$ cat config.mk
export PLATFORM = sky130hd
export DESIGN_NAME = arm_mc_control_flat
export DESIGN_NICKNAME = d
export VERILOG_FILES = /design/src/rtl/arm_mc_control_if.sv /design/src/rtl/arm_mc_control.sv /design/src/flat_wrapper.sv
export SDC_FILE = /design/constraint.sdc
export NUM_CORES = 1
export LEC_CHECK = 0
export ABC_AREA = 1
export BUFFER_PORTS_ARGS = -buffer_cell sky130_fd_sc_hd__clkbuf_2
export CAP_MARGIN = 20
export CORE_MARGIN = 8
export CORE_UTILIZATION = 25
export CTS_BUF_LIST = sky130_fd_sc_hd__clkbuf_8
export DETAILED_ROUTE_END_ITERATION = 6
export PLACE_DENSITY_LB_ADDON = 0.12
export SLEW_MARGIN = 15
export SYNTH_ARGS = -nofsm -noshare
export SYNTH_HDL_FRONTEND = slang
export SYNTH_SLANG_ARGS = --single-unit
$ cat constraint.sdc
create_clock -name clk -period 1.5 [get_ports clk]
set_input_delay 0.15 -clock clk [delete_from_list [all_inputs] [get_ports clk]]
set_output_delay 0.15 -clock clk [all_outputs]
set_load 0.01 [all_outputs]
$ cat src/rtl/arm_mc_control_if.sv
// Unified instruction/data memory handshake between the multicycle control unit and the memory wrapper.
interface arm_mc_control_if;
  logic MemReq;
  logic MemWrite;
  logic MemReady;

  modport master (output MemReq, output MemWrite, input MemReady);
  modport slave  (input MemReq, input MemWrite, output MemReady);
endinterface

$ cat src/rtl/arm_mc_control.sv
// Multicycle ARM-subset control FSM: shared memory port with wait timeout,
// registered condition flags and a sticky fault state.
module arm_mc_control #(
  parameter int TIMEOUT = 16,
  parameter int CNT_W   = 5
) (
  input  logic        clk,
  input  logic        reset,
  arm_mc_control_if.master mem,
  input  logic [31:0] Instr,
  input  logic [3:0]  ALUFlags,
  output logic        IRWrite,
  output logic        PCWrite,
  output logic        RegWrite,
  output logic        AdrSrc,
  output logic        ALUSrcA,
  output logic [1:0]  ALUSrcB,
  output logic [1:0]  ResultSrc,
  output logic [2:0]  ALUControl,
  output logic [1:0]  ImmSrc,
  output logic [1:0]  RegSrc,
  output logic [3:0]  Flags,
  output logic        Busy,
  output logic        Fault
);

  typedef enum logic [3:0] {
    FETCH, DECODE, EXECUTER, EXECUTEI, ALUWB,
    MEMADR, MEMREAD, MEMWB, MEMWRITE, BRANCH, FAULT
  } state_t;

  typedef struct packed {
    logic       mem_req;
    logic       mem_write;
    logic       ir_write;
    logic       pc_write;
    logic       reg_write;
    logic       adr_src;
    logic       alu_src_a;
    logic [1:0] alu_src_b;
    logic [1:0] result_src;
    logic [2:0] alu_control;
  } ctrl_t;

  localparam logic [2:0] ALU_ADD = 3'b000;
  localparam logic [2:0] ALU_SUB = 3'b001;
  localparam logic [2:0] ALU_AND = 3'b010;
  localparam logic [2:0] ALU_ORR = 3'b011;
  localparam logic [3:0] CMD_CMP = 4'b1010;

  localparam bit               TO_EN = (TIMEOUT != 0);
  localparam logic [CNT_W-1:0] LAST  = CNT_W'((TIMEOUT > 0) ? TIMEOUT - 1 : 0);

  state_t           state, state_n;
  ctrl_t            c;
  logic [CNT_W-1:0] cnt;
  logic [2:0]       alu_op;
  logic             cond_ex, expire, flag_upd;

  logic [1:0] op;
  logic       funct_i, s_bit;
  logic [3:0] cmd, cond;
  assign op      = Instr[27:26];
  assign funct_i = Instr[25];
  assign cmd     = Instr[24:21];
  assign s_bit   = Instr[20];
  assign cond    = Instr[31:28];

  wire unused_instr = ^Instr[19:0];

  assign ImmSrc = op;
  assign RegSrc = {op == 2'b01, op == 2'b10};

  always_comb begin
    unique case (cmd)
      4'b0010, CMD_CMP: alu_op = ALU_SUB;
      4'b0000:          alu_op = ALU_AND;
      4'b1100:          alu_op = ALU_ORR;
      default:          alu_op = ALU_ADD;
    endcase
  end

  // Flags packed as {N,Z,C,V}
  always_comb begin
    unique case (cond)
      4'b0000: cond_ex = Flags[2];
      4'b0001: cond_ex = ~Flags[2];
      4'b0010: cond_ex = Flags[1];
      4'b0011: cond_ex = ~Flags[1];
      4'b0100: cond_ex = Flags[3];
      4'b0101: cond_ex = ~Flags[3];
      4'b0110: cond_ex = Flags[0];
      4'b0111: cond_ex = ~Flags[0];
      4'b1000: cond_ex = Flags[1] & ~Flags[2];
      4'b1001: cond_ex = ~Flags[1] | Flags[2];
      4'b1010: cond_ex = (Flags[3] == Flags[0]);
      4'b1011: cond_ex = (Flags[3] != Flags[0]);
      4'b1100: cond_ex = ~Flags[2] & (Flags[3] == Flags[0]);
      4'b1101: cond_ex = Flags[2] | (Flags[3] != Flags[0]);
      4'b1110: cond_ex = 1'b1;
      default: cond_ex = 1'b0;
    endcase
  end

  always_comb begin
    state_n = state;
    c       = '0;
    unique case (state)
      FETCH: begin
        c.mem_req    = 1'b1;
        c.alu_src_a  = 1'b1;
        c.alu_src_b  = 2'b10;
        c.result_src = 2'b10;
        if (mem.MemReady) begin
          c.ir_write = 1'b1;
          c.pc_write = 1'b1;
          state_n    = DECODE;
        end
      end
      DECODE: begin
        c.alu_src_a = 1'b1;
        c.alu_src_b = 2'b10;
        if (!cond_ex) state_n = FETCH;
        else begin
          unique case (op)
            2'b00:   state_n = funct_i ? EXECUTEI : EXECUTER;
            2'b01:   state_n = MEMADR;
            2'b10:   state_n = BRANCH;
            default: state_n = FETCH;
          endcase
        end
      end
      EXECUTER: begin
        c.alu_control = alu_op;
        state_n       = ALUWB;
      end
      EXECUTEI: begin
        c.alu_src_b   = 2'b01;
        c.alu_control = alu_op;
        state_n       = ALUWB;
      end
      ALUWB: begin
        c.reg_write = (cmd != CMD_CMP);
        state_n     = FETCH;
      end
      MEMADR: begin
        c.alu_src_b = 2'b01;
        state_n     = s_bit ? MEMREAD : MEMWRITE;
      end
      MEMREAD: begin
        c.mem_req = 1'b1;
        c.adr_src = 1'b1;
        if (mem.MemReady) state_n = MEMWB;
      end
      MEMWB: begin
        c.result_src = 2'b01;
        c.reg_write  = 1'b1;
        state_n      = FETCH;
      end
      MEMWRITE: begin
        c.mem_req   = 1'b1;
        c.mem_write = 1'b1;
        c.adr_src   = 1'b1;
        if (mem.MemReady) state_n = FETCH;
      end
      BRANCH: begin
        c.alu_src_b  = 2'b01;
        c.result_src = 2'b10;
        c.pc_write   = 1'b1;
        state_n      = FETCH;
      end
      default: state_n = FAULT;
    endcase
    // expire already requires MemReady low, so a same-cycle completion wins
    if (expire) state_n = FAULT;
  end

  assign expire = TO_EN && c.mem_req && !mem.MemReady && (cnt == LAST);

  always_ff @(posedge clk or negedge reset) begin
    if (!reset) begin
      state <= FETCH;
      cnt   <= '0;
    end else begin
      state <= state_n;
      if (state_n != state || mem.MemReady || !c.mem_req) cnt <= '0;
      else                                                cnt <= cnt + CNT_W'(1);
    end
  end

  assign flag_upd = (state == EXECUTER || state == EXECUTEI) && (s_bit || cmd == CMD_CMP);

  always_ff @(posedge clk or negedge reset) begin
    if (!reset) Flags <= 4'b0000;
    else if (flag_upd) begin
      if (alu_op == ALU_AND || alu_op == ALU_ORR) Flags[3:2] <= ALUFlags[3:2];
      else                                        Flags      <= ALUFlags;
    end
  end

  // Controls are gated by reset so an abort mid-request drops them immediately
  assign mem.MemReq   = reset & c.mem_req;
  assign mem.MemWrite = reset & c.mem_write;
  assign IRWrite      = reset & c.ir_write;
  assign PCWrite      = reset & c.pc_write;
  assign RegWrite     = reset & c.reg_write;
  assign AdrSrc       = reset & c.adr_src;
  assign ALUSrcA      = reset & c.alu_src_a;
  assign ALUSrcB      = reset ? c.alu_src_b   : 2'b00;
  assign ResultSrc    = reset ? c.result_src  : 2'b00;
  assign ALUControl   = reset ? c.alu_control : 3'b000;

  assign Busy  = (state != FAULT);
  assign Fault = (state == FAULT);

endmodule

$ cat src/flat_wrapper.sv
// flat-port wrapper written by rule: the top's interface ports become plain ports
module arm_mc_control_flat 
#(
  parameter int TIMEOUT = 16,
  parameter int CNT_W   = 5
)
  (clk, reset, Instr, ALUFlags, IRWrite, PCWrite, RegWrite, AdrSrc, ALUSrcA, ALUSrcB, ResultSrc, ALUControl, ImmSrc, RegSrc, Flags, Busy, Fault, mem_MemReq, mem_MemWrite, mem_MemReady);
  arm_mc_control_if mem_i ();
  input  logic clk;
  input  logic reset;
  input  logic [31:0] Instr;
  input  logic [3:0] ALUFlags;
  output logic IRWrite;
  output logic PCWrite;
  output logic RegWrite;
  output logic AdrSrc;
  output logic ALUSrcA;
  output logic [1:0] ALUSrcB;
  output logic [1:0] ResultSrc;
  output logic [2:0] ALUControl;
  output logic [1:0] ImmSrc;
  output logic [1:0] RegSrc;
  output logic [3:0] Flags;
  output logic Busy;
  output logic Fault;
  output wire logic [$bits(mem_i.MemReq)-1:0] mem_MemReq;
  output wire logic [$bits(mem_i.MemWrite)-1:0] mem_MemWrite;
  input wire logic [$bits(mem_i.MemReady)-1:0] mem_MemReady;
  assign mem_MemReq = mem_i.MemReq;
  assign mem_MemWrite = mem_i.MemWrite;
  assign mem_i.MemReady = mem_MemReady;
  arm_mc_control #(.TIMEOUT(TIMEOUT), .CNT_W(CNT_W)) u_core (.clk(clk), .reset(reset), .mem(mem_i), .Instr(Instr), .ALUFlags(ALUFlags), .IRWrite(IRWrite), .PCWrite(PCWrite), .RegWrite(RegWrite), .AdrSrc(AdrSrc), .ALUSrcA(ALUSrcA), .ALUSrcB(ALUSrcB), .ResultSrc(ResultSrc), .ALUControl(ALUControl), .ImmSrc(ImmSrc), .RegSrc(RegSrc), .Flags(Flags), .Busy(Busy), .Fault(Fault));
endmodule
# Word-level counts from Yosys, hierarchy flattened
# Cells that the tools add are included.
# op_classes
n_addsub,1
bitwise_logic,16
n_reduce_logical,23
n_eq_ne,37
n_mux,26
# ops
op,count
== test 4 bit (second input constant),12
== test 4 x 3 -> 1 bit (second input constant),8
one-hot mux 4 bit (7 select lines),1
two-way mux 4 bit,6
== test 4 x 2 -> 1 bit (second input constant),5
one-hot mux 1 bit (15 select lines),1
logical NOT 4 bit,3
one-hot mux 4 bit (3 select lines),1
two-way mux 2 bit,5
OR reduction 2 bit,5
bitwise AND 1 bit,9
OR reduction 3 bit,3
== test 4 x 1 -> 1 bit (second input constant),2
!= test 4 bit (second input constant),2
one-hot mux 2 bit (2 select lines),2
== test 2 bit (second input constant),3
two-way mux 1 bit,6
one-hot mux 2 bit (3 select lines),1
adder 5 x 1 -> 5 bit (second input constant),1
== test 5 x 4 -> 1 bit (second input constant),1
logical OR 1 bit,5
two-way mux 5 bit,1
inverter 1 bit,5
!= test 4 bit,1
other kinds (9),14
# word_totals
regBits,13
in_bits,39
word_cells,107
out_inout_bits,24

# Logic depth before layout (Yosys ltp)
# logic_depth
word_depth,10
ltp_mapped,15
depth_no_buf,15

# Least setup slack after synthesis
# Ideal clock, no wire load.
# synth_path
path_type,flip-flop to flip-flop
startpoint,reg u_core.cnt[0]
endpoint,reg u_core.cnt[1]
arrival_ps,1553
period_less_slack_ps,1633
required_ps,1420
setup_ps,80
path_buffers,0
path_slack_ps,-133
path_stages_with_launch,11
cell_sequence,dfrtp_1 > ha_1 > and3_1 > ha_1 > nand3_2 > nand2_2 > nor2_4 > nand3_2 > nand2_2 > nand3_4 > nor3_2
# synth_via
elab_chain_cells,7
elab_cells_between_ends,8
cone_classes,1 x add/sub; 2 x eq/ne; 2 x mux; 3 x reduce/logical
# synth_lines
item,line,source
"start, declared",arm_mc_control.sv:56,logic [CNT_W-1:0] cnt;
"start signal, assigned",arm_mc_control.sv:187,else cnt <= cnt + CNT_W'(1);
== test 5 x 4 -> 1 bit,arm_mc_control.sv:178,assign expire = TO_EN && c.mem_req && !mem.MemReady && (cnt == LAST);
logical AND 1 bit,arm_mc_control.sv:178,
two-way mux 4 bit,arm_mc_control.sv:175,if (expire) state_n = FAULT;
!= test 4 bit,arm_mc_control.sv:186,if (state_n != state || mem.MemReady || !c.mem_req) cnt <= '0;
logical OR 1 bit (2 in a row),arm_mc_control.sv:186,
two-way mux 5 bit *,arm_mc_control.sv:186,
# Mark *: on every way between the ends. The rest lies on a longest branch, timed or not.
# A chain may end at the register's enable or synchronous reset.

# Final worst setup path
# layout_path
startpoint,reg u_core.state[1]
endpoint,reg u_core.cnt[0]
# layout_via
elab_chain_cells,10
elab_cells_between_ends,26
cone_classes,10 x eq/ne; 7 x mux; 9 x reduce/logical
# layout_lines
item,line,source
"start, declared",arm_mc_control.sv:54,"state_t state, state_n;"
"start signal, assigned",arm_mc_control.sv:185,state <= state_n;
"== test 4 bit, or another cell as far along",arm_mc_control.sv:108,unique case (state)
OR reduction 3 bit (no line),-,
two-way mux 1 bit,arm_mc_control.sv:108,
logical AND 1 bit (2 in a row),arm_mc_control.sv:178,
two-way mux 4 bit,arm_mc_control.sv:175,
!= test 4 bit,arm_mc_control.sv:186,
logical OR 1 bit,arm_mc_control.sv:186,
logical OR 1 bit *,arm_mc_control.sv:186,
two-way mux 5 bit *,arm_mc_control.sv:186,
# Marked as above.

==> flow_metrics.tcl <==
set metrics [dict create \
    min_period_ns 1.70 \
    yosys_warnings 0 \
    gp_congestion 0.805 \
    skew_ns 0.00440 \
    slew_headroom_pct 55.3 \
    layout_setup_ws_ns -0.197 \
    synthAdderAreaFrac_pct 7.55 \
    start_kind "flop" \
    place_area_sq_um 1890 \
    clkSlewWorstSetupHoldPaths_ns 0.06 \
    hold_class "in -> reg" \
    critPathKind "reg -> reg" \
    std_cell_rows 26 \
    fmax_mhz 589 \
    crit_path_end_kind "flop" \
    final_util_pct 44.4 \
    syn_area_sq_um 1330 \
    core_sq_um 5110 \
    antenna_found_initial 0 \
    fin_area_sq_um 2270 \
    outcome "finished with violations" \
    violations "setup timing" \
    multi_input_area_sq_um 1000 \
    io_buffers 41 \
    hpwl_um 3150 \
    critPathRequiredTime_ns 1.66 \
    syn_avg_cell_area_sq_um 6.83 \
    routed_wl_um 3870 \
    cts_root_buffer "clkbuf_8" \
    max_cap_viol_count 0 \
    synthTopCellsByArea "dfrtp_1, nand2_1, ha_1, inv_1, nand2_2" \
    ys_seq_area_share_pct 24.6 \
    powerDensity_nw_per_um2 357 \
    drc 0 \
    finalSetupViolCount 14 \
    place_ws_ns -0.172 \
    p_leak_uw 0.00121 \
    synth_xor_area_share_pct 1.32 \
    grt_max_degree 14 \
    drive_gt1_share_pct 59.0 \
    ant_nets 0 \
    cp_max_fo 5 \
    gr-usage-all-layers_pct 9.98 \
    rsz0062_at_grt "yes" \
    yosysTopAreaCellShare_pct 24.6 \
    ys_types 32 \
    ir_drop_uv 198 \
    overflow 0 \
    num_io_pins 63 \
    area_delta_synth_final_pct 71.1 \
    nets 336 \
    place_inst 341 \
    yosys.area_share.simple_pct 45.2 \
    numClockSinks 13 \
    report.final.slew_viol_count 0 \
    final_cells 358 \
    cts_buffer_depth 2 \
    synth-seq-cells 13 \
    die_area_sq_um 7890 \
    via_per_inst 4.16 \
    syn_nets 241 \
    postSynthCellCount 194 \
    synth_compound_area_share_pct 8.88 \
    dieWidth_um 88.8 \
    insertedDiodeCount 0 \
    hold_viol 0 \
    dr.first_iter.drc_count 22 \
    synth_top_family_by_area "simple AND/OR/NAND/NOR gates" \
    drt_pass1_iterations 4 \
    grt_pass1_vias 1488 \
    tightest_slew_ns 0.668 \
    worst_hold_slack_ns 0.132 \
    vias 1488 \
    worst_ep_arrival_time_ns 1.86 \
    synth_mux_area_share_pct 0 \
    fill_cells 535 \
    initial_core_util_pct 25.9 \
    cts-buffers-inserted 3 \
    fin_crit_sh_pct 113 \
    grt_pass1_wl_um 6300 \
    synth_top_area_cell "dfrtp_1" \
    die_h_um 88.8 \
    final-seq-area_sq_um 327 \
    avgRoutedWirePerCell_um 10.8 \
    cts_tree "done" \
    clock_latency_ns 0.24 \
    h-tree-depth 1 \
]
[through the flow]
stage	power, uW	TNS (ns)
floorplan	420	-0.522
global placement	493	-0.864
detailed placement	493	-0.930
CTS	822	-1.71
global route	860	-3.00
finish	810	-1.39
[worst paths after layout]
path	to	depth (start not counted)	slack, ns	start
worst max-delay path	u_core.cnt[0]$_DFF_PN0_	12	-0.20	u_core.state[1]$_DFF_PN0_
worst min-delay path	u_core.Flags[2]$_DFFE_PN0P_	3	0.13	ALUFlags[2]
worst max register to register	u_core.cnt[0]$_DFF_PN0_	12	-0.20	u_core.state[1]$_DFF_PN0_
worst min register to register	u_core.cnt[0]$_DFF_PN0_	2	0.53	u_core.cnt[0]$_DFF_PN0_
max in group asynchronous	u_core.state[1]$_DFF_PN0_	3	0.40	reset
min in group asynchronous	u_core.state[2]$_DFF_PN0_	3	0.63	reset
[cells in the mapped netlist]
| master | number |
|---|---|
| nand3_1 | 11 |
| nor2_4 | 4 |
| a21oi_2 | 1 |
| nand2_4 | 1 |
| a311oi_1 | 1 |
| nand2_1 | 39 |
| a21oi_1 | 7 |
| xnor2_1 | 1 |
| nor3_1 | 4 |
| and3_1 | 1 |
| o21ai_1 | 1 |
| nand3_2 | 3 |
| nor3b_1 | 1 |
| dfrtp_1 | 13 |
| inv_1 | 25 |
| o21ai_0 | 8 |
| nand3_4 | 1 |
| ha_1 | 8 |
| conb_1 | 1 |
| o211ai_1 | 1 |
| o22ai_1 | 2 |
| buf_6 | 1 |
| buf_4 | 3 |
| nor2_2 | 5 |
| inv_2 | 7 |
| nor2_1 | 19 |
| nand3b_1 | 1 |
| nor4_1 | 1 |
| nand2_2 | 15 |
| clkinv_1 | 2 |
| xor2_1 | 1 |
| nor3_2 | 5 |
[where the power goes]
| part | internal [uW] | switching [uW] |
|---|---|---|
| clock | 181 | 129 |
| sequential | 351 | 0 |
| combinational | 62.1 | 88.1 |
| total | 594 | 217 |
[area by class of cell]
cell class / instances / area share, %
multi-input cells: 143 / 44.3
repair buffers: 94 / 29.6
flip-flops and latches: 13 / 14.4
inverters: 34 / 5.85
well taps: 70 / 3.86
clock buffers: 3 / 1.82
clock inverters: 1 / 0.166
[critical path, stage by stage (launching register included)]
cell and delay [ns]:
dfrtp_2 0.45, buf_12 0.14, nand2_4 0.07, nor2_4 0.04
nor2_4 0.12, nand2_2 0.07, nand3_2 0.07, nand2_2 0.07
nor2_4 0.11, nand3_2 0.08, nand2_2 0.08, nand3_4 0.10
nor3_2 0.19
[placed cells by master (no fill, tap or decap), drive strengths merged]
| cell type | Yosys | routed |
|---|---|---|
| o211ai | 1 | 1 |
| clkbuf | 0 | 31 |
| and3 | 1 | 1 |
| ha | 8 | 8 |
| a21oi | 8 | 8 |
| xor2 | 1 | 1 |
| conb | 1 | 1 |
| o21ai | 9 | 9 |
| buf | 4 | 65 |
| nand2 | 55 | 55 |
| nor3 | 9 | 9 |
| inv | 32 | 33 |
| nor2 | 28 | 28 |
| dlygate4sd3 | 0 | 1 |
| o22ai | 2 | 2 |
| nor3b | 1 | 1 |
| nand3b | 1 | 1 |
| clkinv | 2 | 2 |
| a311oi | 1 | 1 |
| dfrtp | 13 | 13 |
| nor4 | 1 | 1 |
| nand3 | 15 | 15 |
| xnor2 | 1 | 1 |
[sequential cells by signal (all words and copies together), names as in the netlist]
register	flops
u_core.cnt	5
u_core.Flags	4
u_core.state	4
[layer usage]
metal | track usage (%) | vias up | wire [um]
met5 | 0 | - | 0
met4 | 2.30 | 0 | 11
met3 | 1.76 | 2 | 167
met2 | 17.6 | 20 | 1920
met1 | 12.1 | 671 | 1770
li1 | - | 795 | -
[cells by family after synthesis]
logic type	count (synthesis)
DFF	13
xor gates and xnor gates	2
adders and majority gates	8
and+or+nand+nor	111
AOI/OAI and AO/OA	21
other	1
buffers and inverters	38
[timing repair]
action                     CTS  global route
gates resized for setup     38            38
setup buffers                8             4
setup endpoints to repair   19            26
hold endpoints to repair    13             0
hold buffers                 1             0
pin swaps                   16            19
(Power assumes the default switching activity.)
